<file path="src/rtl/depunct_sync_ctrl_if.sv">
// rtl/depunct_sync_ctrl_if.sv - decoder/deperforator link between the sync controller and its datapath
interface depunct_sync_ctrl_if;
    logic       i_dec_vld;
    logic       i_dec_err;
    logic       o_dec_rst_n;
    logic       o_sh_pointer;
    logic [2:0] o_llr_order;

    modport slave (
        input  i_dec_vld,
        input  i_dec_err,
        output o_dec_rst_n,
        output o_sh_pointer,
        output o_llr_order
    );

    modport master (
        output i_dec_vld,
        output i_dec_err,
        input  o_dec_rst_n,
        input  o_sh_pointer,
        input  o_llr_order
    );
endinterface

</file>
<file path="src/rtl/depunct_sync_ctrl.sv">
// rtl/depunct_sync_ctrl.sv - phase search / lock controller for the 1/2 deperforator and Fano decoder
module depunct_sync_ctrl #(
    parameter int FLUSH_LEN   = 16,
    parameter int LOCK_CNT    = 256,
    parameter int ACQ_ERR_MAX = 4,
    parameter int TIMEOUT     = 4096,
    parameter int WIN         = 1024,
    parameter int UNLOCK_ERR  = 8
) (
    input  logic                    clk,
    input  logic                    reset_n,
    input  logic                    i_cfg_en,
    input  logic [2:0]              i_cfg_llr_order,
    depunct_sync_ctrl_if.slave      dec_if,
    output logic                    o_locked,
    output logic                    o_phase,
    output logic [7:0]              o_slip_cnt
);

    localparam int FW = $clog2(FLUSH_LEN + 1);
    localparam int GW = $clog2(LOCK_CNT + 1);
    localparam int EW = $clog2(ACQ_ERR_MAX + 1);
    localparam int TW = $clog2(TIMEOUT + 1);
    localparam int WW = $clog2(WIN + 1);
    localparam int UW = $clog2(UNLOCK_ERR + 1);

    typedef enum logic [2:0] {
        S_IDLE,
        S_FLUSH,
        S_ACQUIRE,
        S_LOCKED,
        S_SLIP
    } state_t;

    state_t        r_state;
    state_t        w_next;
    logic [2:0]    r_llr_order;
    logic          r_phase;
    logic [7:0]    r_slip_cnt;
    logic [FW-1:0] r_flush_cnt;
    logic [GW-1:0] r_good_cnt;
    logic [EW-1:0] r_err_cnt;
    logic [TW-1:0] r_tmo_cnt;
    logic [WW-1:0] r_win_cnt;
    logic [UW-1:0] r_werr_cnt;

    logic w_vld;
    logic w_err;
    logic w_good;
    logic w_flush_done;
    logic w_lock_hit;
    logic w_acq_slip;
    logic w_wrap;
    logic w_unlock_hit;

    assign w_vld        = dec_if.i_dec_vld;
    assign w_err        = dec_if.i_dec_err;
    assign w_good       = w_vld & ~w_err;
    assign w_flush_done = (r_flush_cnt == FW'(FLUSH_LEN - 1));
    assign w_lock_hit   = w_good && (r_good_cnt == GW'(LOCK_CNT - 1));
    assign w_acq_slip   = (w_err && (r_err_cnt == EW'(ACQ_ERR_MAX - 1)))
                        || (r_tmo_cnt == TW'(TIMEOUT - 1));
    assign w_wrap       = w_vld && (r_win_cnt == WW'(WIN - 1));
    // An error on the wrap cycle belongs to the new window, so it cannot unlock the old one.
    assign w_unlock_hit = w_err && !w_wrap && (r_werr_cnt == UW'(UNLOCK_ERR - 1));

    always_comb begin
        w_next = r_state;
        case (r_state)
            S_IDLE:    w_next = S_FLUSH;
            S_FLUSH:   if (w_flush_done) w_next = S_ACQUIRE;
            S_ACQUIRE: begin
                if (w_acq_slip)      w_next = S_SLIP;
                else if (w_lock_hit) w_next = S_LOCKED;
            end
            S_LOCKED:  if (w_unlock_hit) w_next = S_SLIP;
            S_SLIP:    w_next = S_FLUSH;
            default:   w_next = S_IDLE;
        endcase
        if (!i_cfg_en) w_next = S_IDLE;
    end

    always_ff @(posedge clk) begin
        if (!reset_n) begin
            r_state     <= S_IDLE;
            r_llr_order <= '0;
            r_phase     <= 1'b0;
            r_slip_cnt  <= '0;
            r_flush_cnt <= '0;
            r_good_cnt  <= '0;
            r_err_cnt   <= '0;
            r_tmo_cnt   <= '0;
            r_win_cnt   <= '0;
            r_werr_cnt  <= '0;
        end else begin
            r_state <= w_next;

            if (r_state == S_IDLE && i_cfg_en) r_llr_order <= i_cfg_llr_order;

            r_flush_cnt <= (r_state == S_FLUSH) ? r_flush_cnt + FW'(1) : '0;

            if (r_state == S_ACQUIRE) begin
                r_tmo_cnt <= r_tmo_cnt + TW'(1);
                if (w_err) begin
                    r_err_cnt  <= r_err_cnt + EW'(1);
                    r_good_cnt <= '0;
                end else if (w_vld) begin
                    r_good_cnt <= r_good_cnt + GW'(1);
                end
            end else begin
                r_tmo_cnt  <= '0;
                r_err_cnt  <= '0;
                r_good_cnt <= '0;
            end

            if (r_state == S_LOCKED) begin
                if (w_wrap) begin
                    r_win_cnt  <= '0;
                    r_werr_cnt <= UW'(w_err);
                end else begin
                    if (w_vld) r_win_cnt  <= r_win_cnt + WW'(1);
                    if (w_err) r_werr_cnt <= r_werr_cnt + UW'(1);
                end
            end else begin
                r_win_cnt  <= '0;
                r_werr_cnt <= '0;
            end

            // Phase mirrors the deperforator flag, which toggles on every pulse it sees.
            if (r_state == S_SLIP) begin
                r_phase <= ~r_phase;
                if (r_slip_cnt != 8'hFF) r_slip_cnt <= r_slip_cnt + 8'd1;
            end
        end
    end

    assign dec_if.o_sh_pointer = (r_state == S_SLIP);
    assign dec_if.o_dec_rst_n  = (r_state != S_FLUSH);
    assign dec_if.o_llr_order  = r_llr_order;
    assign o_locked            = (r_state == S_LOCKED);
    assign o_phase             = r_phase;
    assign o_slip_cnt          = r_slip_cnt;

endmodule

</file>
<file path="src/flat_wrapper.sv">
// flat-port wrapper written by rule: the top's interface ports become plain ports
module depunct_sync_ctrl_flat 
#(
    parameter int FLUSH_LEN   = 16,
    parameter int LOCK_CNT    = 256,
    parameter int ACQ_ERR_MAX = 4,
    parameter int TIMEOUT     = 4096,
    parameter int WIN         = 1024,
    parameter int UNLOCK_ERR  = 8
)
  (clk, reset_n, i_cfg_en, i_cfg_llr_order, o_locked, o_phase, o_slip_cnt, dec_if_i_dec_vld, dec_if_i_dec_err, dec_if_o_dec_rst_n, dec_if_o_sh_pointer, dec_if_o_llr_order);
  depunct_sync_ctrl_if dec_if_i ();
  input  logic clk;
  input  logic reset_n;
  input  logic i_cfg_en;
  input  logic [2:0] i_cfg_llr_order;
  output logic o_locked;
  output logic o_phase;
  output logic [7:0] o_slip_cnt;
  input wire logic [$bits(dec_if_i.i_dec_vld)-1:0] dec_if_i_dec_vld;
  input wire logic [$bits(dec_if_i.i_dec_err)-1:0] dec_if_i_dec_err;
  output wire logic [$bits(dec_if_i.o_dec_rst_n)-1:0] dec_if_o_dec_rst_n;
  output wire logic [$bits(dec_if_i.o_sh_pointer)-1:0] dec_if_o_sh_pointer;
  output wire logic [$bits(dec_if_i.o_llr_order)-1:0] dec_if_o_llr_order;
  assign dec_if_i.i_dec_vld = dec_if_i_dec_vld;
  assign dec_if_i.i_dec_err = dec_if_i_dec_err;
  assign dec_if_o_dec_rst_n = dec_if_i.o_dec_rst_n;
  assign dec_if_o_sh_pointer = dec_if_i.o_sh_pointer;
  assign dec_if_o_llr_order = dec_if_i.o_llr_order;
  depunct_sync_ctrl #(.FLUSH_LEN(FLUSH_LEN), .LOCK_CNT(LOCK_CNT), .ACQ_ERR_MAX(ACQ_ERR_MAX), .TIMEOUT(TIMEOUT), .WIN(WIN), .UNLOCK_ERR(UNLOCK_ERR)) u_core (.clk(clk), .reset_n(reset_n), .i_cfg_en(i_cfg_en), .i_cfg_llr_order(i_cfg_llr_order), .dec_if(dec_if_i), .o_locked(o_locked), .o_phase(o_phase), .o_slip_cnt(o_slip_cnt));
endmodule
</file>
<file path="config.mk">
export PLATFORM = sky130hd
export DESIGN_NAME = depunct_sync_ctrl_flat
export DESIGN_NICKNAME = d
export VERILOG_FILES = /design/src/rtl/depunct_sync_ctrl_if.sv /design/src/rtl/depunct_sync_ctrl.sv /design/src/flat_wrapper.sv
export SDC_FILE = /design/constraint.sdc
export NUM_CORES = 1
export LEC_CHECK = 0
export ABC_AREA = 1
export CAP_MARGIN = 20
export CORE_ASPECT_RATIO = 0.6
export CORE_UTILIZATION = 55
export DETAILED_ROUTE_END_ITERATION = 10
export PLACE_DENSITY_LB_ADDON = 0.1
export SLEW_MARGIN = 15
export SYNTH_ARGS = -nofsm -noshare
export SYNTH_HDL_FRONTEND = slang
export SYNTH_SLANG_ARGS = --single-unit
</file>
<file path="constraint.sdc">
create_clock -name clk -period 3.9 [get_ports clk]
set_input_delay 0.975 -clock clk [delete_from_list [all_inputs] [get_ports clk]]
set_output_delay 0.975 -clock clk [all_outputs]
set_load 0.01 [all_outputs]
</file>
==> results of run 1 <==
## Yosys cell counts, types with 2 or more instances
| cell | count | area (sq um) |
|---|---|---|
| nand2_1 | 76 | 285.3 |
| dfxtp_1 | 60 | 1201 |
| nor2_1 | 54 | 202.7 |
| inv_1 | 46 | 172.7 |
| a21oi_1 | 29 | 145.1 |
| nand3_1 | 18 | 90.09 |
| o21ai_0 | 14 | 70.07 |
| nor3_1 | 11 | 55.05 |
| ha_1 | 10 | 125.1 |
| xor2_1 | 6 | 52.55 |
| inv_2 | 5 | 18.77 |
| nor3b_1 | 5 | 37.54 |
| or2_2 | 4 | 25.02 |
| nand2_2 | 3 | 18.77 |
| nand4_1 | 3 | 18.77 |
| nor2_2 | 3 | 18.77 |
| xnor2_1 | 3 | 26.28 |
| a31oi_1 | 2 | 12.51 |
| buf_2 | 2 | 10.01 |
| clkbuf_1 | 2 | 7.510 |
| o21a_1 | 2 | 15.01 |
| o21ai_1 | 2 | 10.01 |
| or2_0 | 2 | 12.51 |
## kinds of logic after synthesis
group | count (synthesis) | share of synthesized area
simple gates | 181 | 0.2913
flops | 60 | 0.4453
buf+inv | 56 | 0.08164
compound gates | 53 | 0.1062
fa+ha+maj | 10 | 0.04638
xor+xnor | 9 | 0.02922
## tightest hold or removal path, delay by kind of cell, from the launching register on
family	cells	cell delay (ns)
flops	1	0.31
compound gates	1	0.05
buf+inv	1	0.05
## worst min path at each step
stage	from	endpoint	slack [ns]	cells after the start
after floorplan	u_core.r_tmo_cnt[0]$_SDFF_PN0_	u_core.r_tmo_cnt[0]$_SDFF_PN0_	0.42	1
after global placement	u_core.r_tmo_cnt[0]$_SDFF_PN0_	u_core.r_tmo_cnt[0]$_SDFF_PN0_	0.43	1
after detailed placement	u_core.r_win_cnt[7]$_SDFFE_PP0P_	u_core.r_win_cnt[7]$_SDFFE_PP0P_	0.44	2
after CTS	u_core.r_win_cnt[7]$_SDFFE_PP0P_	u_core.r_win_cnt[7]$_SDFFE_PP0P_	0.44	2
after global routing	u_core.r_flush_cnt[0]$_SDFF_PN0_	u_core.r_flush_cnt[0]$_SDFF_PN0_	0.47	1
final	u_core.r_win_cnt[7]$_SDFFE_PP0P_	u_core.r_win_cnt[7]$_SDFFE_PP0P_	0.44	2
## report_power, final
| group | internal (uW) | total, uW | switching [uW] |
|---|---|---|---|
| Combinational | 27.0 | 64.7 | 37.7 |
| Clock | 459 | 697 | 238 |
| Sequential | 620 | 624 | 4.85 |
## per-layer routing
layer	share of wire	wire length (um)	global-route usage	vias to the layer above
met5	0	0	0	-
met1	0.53	2725	0.3016	992
met4	0.011	57	0.06250	0
li1	-	-	-	1235
met3	0.051	265	0.1025	5
met2	0.41	2102	0.3429	37
## metrics by stage
stage | std cells | setup slack [ns] | power [uW]
floorplan | 369 | 2.111 | 676.0
global placement | 450 | 1.209 | 700.8
detailed placement | 450 | 1.153 | 702.1
CTS | 466 | 1.370 | 1395
global route | 466 | 1.273 | 1435
finish | 466 | 1.382 | 1386
## registers in the layout, summed over array words and instances, names as in the netlist
signal                     count
u_core.r_state                 3
u_core.r_flush_cnt             5
u_core.r_good_cnt              9
u_core.r_err_cnt               3
u_core.r_tmo_cnt              13
u_core.dec_if.o_llr_order      3
u_core.o_slip_cnt              8
u_core.r_win_cnt              11
u_core.o_phase                 1
u_core.r_werr_cnt              4
## area by class of cell
cell class	instances	area share
multi-input combinational	253	0.3957
sequential	60	0.3724
timing repair buffer	23	0.07060
inverter	51	0.05935
clock buffer	12	0.04810
clock inverter	4	0.02948
tap	63	0.02444
==> out/results.ini, run 1 <==
[run_status]
status = finished clean

[global_route]
antenna_found_initial = 0
overflow = 0
track_usage = 0.2299
grt_pass1_vias = 2090
grt_max_degree = 18
grt_pass1_wl_mm = 9.163

[route]
avgRoutedWirePerCell_um = 11.05
wl_mm = 5.151
route.detailed.drc = 0
vias = 2269
vias_per_cell = 4.869
dr.pass1.iters = 4
first_iter_violations = 101
antenna_left = 0

[final_layout]
fin_nets = 416
drive_above_1_share = 0.08437
final_cell_mix = nand2_1, dfxtp_1, nor2_1
fillers = 387
fin_area_sq_mm = 0.003226
final_common_cell = nand2_1
regArea_sq_mm = 0.001201
post-route-util = 0.6958
multi_input_area_sq_mm = 0.001276
area_delta_synth_final_pct = 19.57
n_antenna_cell = 0

[setup_path]
crit_fanout = 4
r2r-end = u_core.r_good_cnt[6]$_SDFFE_PP0P_
critPathLaunch = u_core.r_state[2]$_SDFFE_PN0P_
worst_setup_path_start_kind = register
cpPeakStageDelay_ns = 0.56
crit_end = o_locked
cp_data_arrival_time_ns = 1.54
r2r_cells = 8
required_ns = 2.92
crit_type = register to output pin
rr_startpoint = u_core.r_state[2]$_SDFFE_PN0P_
rrSetupSlack_ns = 2.19
slowest_stage = clkdlybuf4s50_1
crit_family = buffers and inverters
end_kind = output pin
path_cells = inv_2 > nand2_1 > nor2_2 > clkdlybuf4s50_1
path_buf_inv = 2
path_depth = 4

[timing]
fmax_ghz = 0.3971
maxSlewHeadroom = 0.6623
min_period_ns = 2.518
tns_ns = 0
fin_skew_ns = 0.004567
finalCritPeriodShare = 0.6457
fin_hold_ws_ns = 0.4436
maxSlewViolCount = 0
setup_viol = 0
hold_viol = 0
worst_pin_slew_ns = 0.5065
grt_setup_unrepaired = false

[clocking]
clk_pin_slew_ns = 0.07
cts.repair.resized = 0
clock_latency_ns = 0.34
max-clock-path-buffers = 2
cts_sinks = 60
cts-buffers-inserted = 9
postCtsSetupBuffers = 0
htree_num_levels = 3
clk_root_buffer_cell = clkbuf_8
cts_hold_buf = 0
cts_tree = yes

[floorplan]
core_region_area_sq_mm = 0.004636
start_util = 0.5819
fp-row-count = 19
die_h_um = 56.25
ios = 23
die_x_um = 92.41
die_area_sq_mm = 0.005198

[synth]
ys_async_sr_fraction = 0
synth_area_sq_mm = 0.002698
synth_enable_flop_cells = 0
seq_area_frac_synth = 0.4453
avgSynthCellArea_sq_um = 7.311
ys_ff_latch = 60
synth_fp_nets = 387
ys.flop_type = dfxtp_1
synth_cell_type_count = 30
synthCells = 369
ys_warn_count = 0

[place]
portBuffers = 22
place_congestion = 0.8226
dp_hpwl_mm = 3.606
place_area_sq_mm = 0.002975

[power_and_ir_drop]
p_leak_uw = 0.001177
irDropWorstVdd_uv = 242.3
p_per_area_mw_per_mm2 = 429.6

[min_path]
holdCritPathClass = register to register

[job]
maxCapViolations = 0

No activity file was read; power rests on OpenSTA's default activity.
==> inputs of run 2 (changes only) <==
- clock period: 3.9 -> 2.4 ns (I/O delays scaled with it)
==> out/results.ini, run 2 (same netlist as run 1, synthesis figures left out) <==
[run_status]
status = finished clean  ; unchanged

[clocking]
max-clock-path-buffers = 2  ; unchanged
cts-buffers-inserted = 9  ; unchanged
clock_latency_ns = 0.34  ; about the same
cts.repair.resized = 0  ; unchanged
cts_tree = yes  ; unchanged
clk_root_buffer_cell = clkbuf_8  ; unchanged
cts_sinks = 60  ; unchanged
htree_num_levels = 3  ; unchanged
postCtsSetupBuffers = 0  ; unchanged
clk_pin_slew_ns = 0.07  ; about the same
cts_hold_buf = 0  ; unchanged

[global_route]
overflow = 0  ; unchanged
grt_pass1_wl_mm = 8.735  ; was 9.163 mm
track_usage = 0.2164  ; was 0.2299
antenna_found_initial = 0  ; unchanged
grt_max_degree = 16  ; was 18
grt_pass1_vias = 2016  ; was 2,090

[floorplan]
core_region_area_sq_mm = 0.004636  ; unchanged
start_util = 0.5819  ; unchanged
fp-row-count = 19  ; unchanged
die_h_um = 56.25  ; unchanged
die_area_sq_mm = 0.005198  ; unchanged
die_x_um = 92.41  ; unchanged
ios = 23  ; unchanged

[place]
portBuffers = 22  ; unchanged
place_area_sq_mm = 0.003005  ; was 0.002975 sq mm
place_congestion = 0.7524  ; was 0.8226
dp_hpwl_mm = 3.682  ; was 3.606 mm

[route]
avgRoutedWirePerCell_um = 10.67  ; was 11.05 um
met3WireLength_um = 227  ; was 265 um
first_iter_violations = 113  ; was 101
dr.pass1.iters = 4  ; unchanged
route.detailed.drc = 0  ; unchanged
met1_length_mm = 2.737  ; was 2.725 mm
vias = 2294  ; was 2,269
antenna_left = 0  ; unchanged
dr_wl_met2_mm = 1.986  ; was 2.102 mm
wl_mm = 5.015  ; was 5.151 mm
vias_per_cell = 4.881  ; was 4.869
topRoutingLayerUsed = met4  ; unchanged

[timing]
maxSlewViolCount = 0  ; unchanged
fin_hold_ws_ns = 0.4554  ; was 0.4436 ns
min_period_ns = 2.151
grt_setup_unrepaired = false  ; unchanged
fin_skew_ns = 0.008446  ; was 0.004567 ns
setup_viol = 0  ; unchanged
hold_viol = 0  ; unchanged
worst_pin_slew_ns = 0.5423  ; was 0.5065 ns
maxSlewHeadroom = 0.6385  ; was 0.6623
tns_ns = 0  ; unchanged
fmax_ghz = 0.4649
finalCritPeriodShare = 0.8962

[final_layout]
area_delta_synth_final_pct = 19.76  ; was 19.57%
largest_reg_flops = 13  ; unchanged
largest_register = u_core.r_tmo_cnt  ; unchanged
drive_above_1_share = 0.09582  ; was 0.08437
fin_nets = 420  ; was 416
final_cell_mix = nand2_1, dfxtp_1, nor2_1  ; unchanged
n_antenna_cell = 0  ; unchanged
fin_area_sq_mm = 0.003231  ; was 0.003226 sq mm
top_regs = u_core.r_tmo_cnt x13, u_core.r_win_cnt x11, u_core.r_good_cnt x9  ; unchanged
final_common_cell = nand2_1  ; unchanged

[power_and_ir_drop]
irDropWorstVdd_uv = 589.5  ; was 242.3 uV
p_leak_uw = 0.001175  ; was 0.001177 uW
p_sw_uw = 490.5  ; was 280.6 uW
pwr-share-seq = 0.475  ; was 0.451
power_frac_clock = 0.474  ; was 0.503
pwr-share-comb = 0.051  ; was 0.047
internal_power_uw = 1642  ; was 1105 uW
swShare = 0.2300  ; was 0.2025
p_per_area_mw_per_mm2 = 660.0  ; was 429.6 mW/mm^2

[job]
maxCapViolations = 0  ; unchanged

[setup_path]
crit_fanout = 4  ; unchanged
path_buf_inv = 2  ; unchanged
path_cells = inv_2 > nand2_1 > nor2_2 > clkdlybuf4s50_1  ; unchanged
crit_type = register to output pin  ; unchanged
end_kind = output pin  ; unchanged
required_ns = 1.80  ; was 2.92 ns
worst_setup_path_start_kind = register  ; unchanged
slowest_stage = clkdlybuf4s50_1  ; unchanged
cp_data_arrival_time_ns = 1.55  ; was 1.54 ns
crit_family = buffers and inverters  ; unchanged
cpPeakStageDelay_ns = 0.56  ; about the same

[min_path]
holdCritPathClass = register to register  ; unchanged

-- run 2: cell type report --
cell class / instances / area (sq um)
clock inverters: 7 / 101.3
well taps: 63 / 78.83
fillers: 392 / 1405
clock buffers: 9 / 123.9
flip-flops and latches: 60 / 1201
multi-input cells: 253 / 1276
repair buffers: 27 / 257.7
inverters: 51 / 191.4
-- run 2: path summary, 6_finish.rpt --
kind	from	end	slack (ns)	cells past startpoint
max reg2reg	u_core.o_slip_cnt[0]$_SDFFE_PN0P_	u_core.o_slip_cnt[6]$_SDFFE_PN0P_	0.75	7
min reg2reg	u_core.r_tmo_cnt[0]$_SDFF_PN0_	u_core.r_tmo_cnt[0]$_SDFF_PN0_	0.46	1
min	u_core.r_tmo_cnt[0]$_SDFF_PN0_	u_core.r_tmo_cnt[0]$_SDFF_PN0_	0.46	1
max	u_core.r_state[2]$_SDFFE_PN0P_	o_locked	0.25	4
-- run 2: routing by layer --
layer  global-route usage  vias up
li1                     -     1242
met5                    0        -
met3              0.08607        6
met4              0.05357        0
met2               0.3058       41
met1               0.3068     1005
-- run 2: stage by stage --
stage,setup WS [ns],cells,utilization,total power (uW)
after floorplan,0.9602,369,-,1099
after global placement,0.1915,454,0.6483,1142
after detailed placement,0.1261,454,0.6483,1144
after CTS,0.2424,470,0.6969,2156
after global routing,0.1790,470,0.6969,2212
final,0.2490,470,0.6969,2132
-- run 2: worst reg2reg max path, stage by stage, from the launching register on --
cell	delay (ns)
dfxtp_1	0.35
ha_1	0.24
inv_1	0.10
nor3_1	0.07
a21oi_2	0.45
nand3_1	0.18
nor2_1	0.12
nor2_1	0.05
-- run 2: power by group through the flow --
stage                     Sequential (uW)  Clock [uW]  Combinational (uW)
after floorplan                      1040           0                60.3
after global placement               1040           0                 106
after detailed placement             1040           0                 108
after CTS                            1010        1030                 108
after global routing                 1020        1080                 121
final                                1010        1010                 108
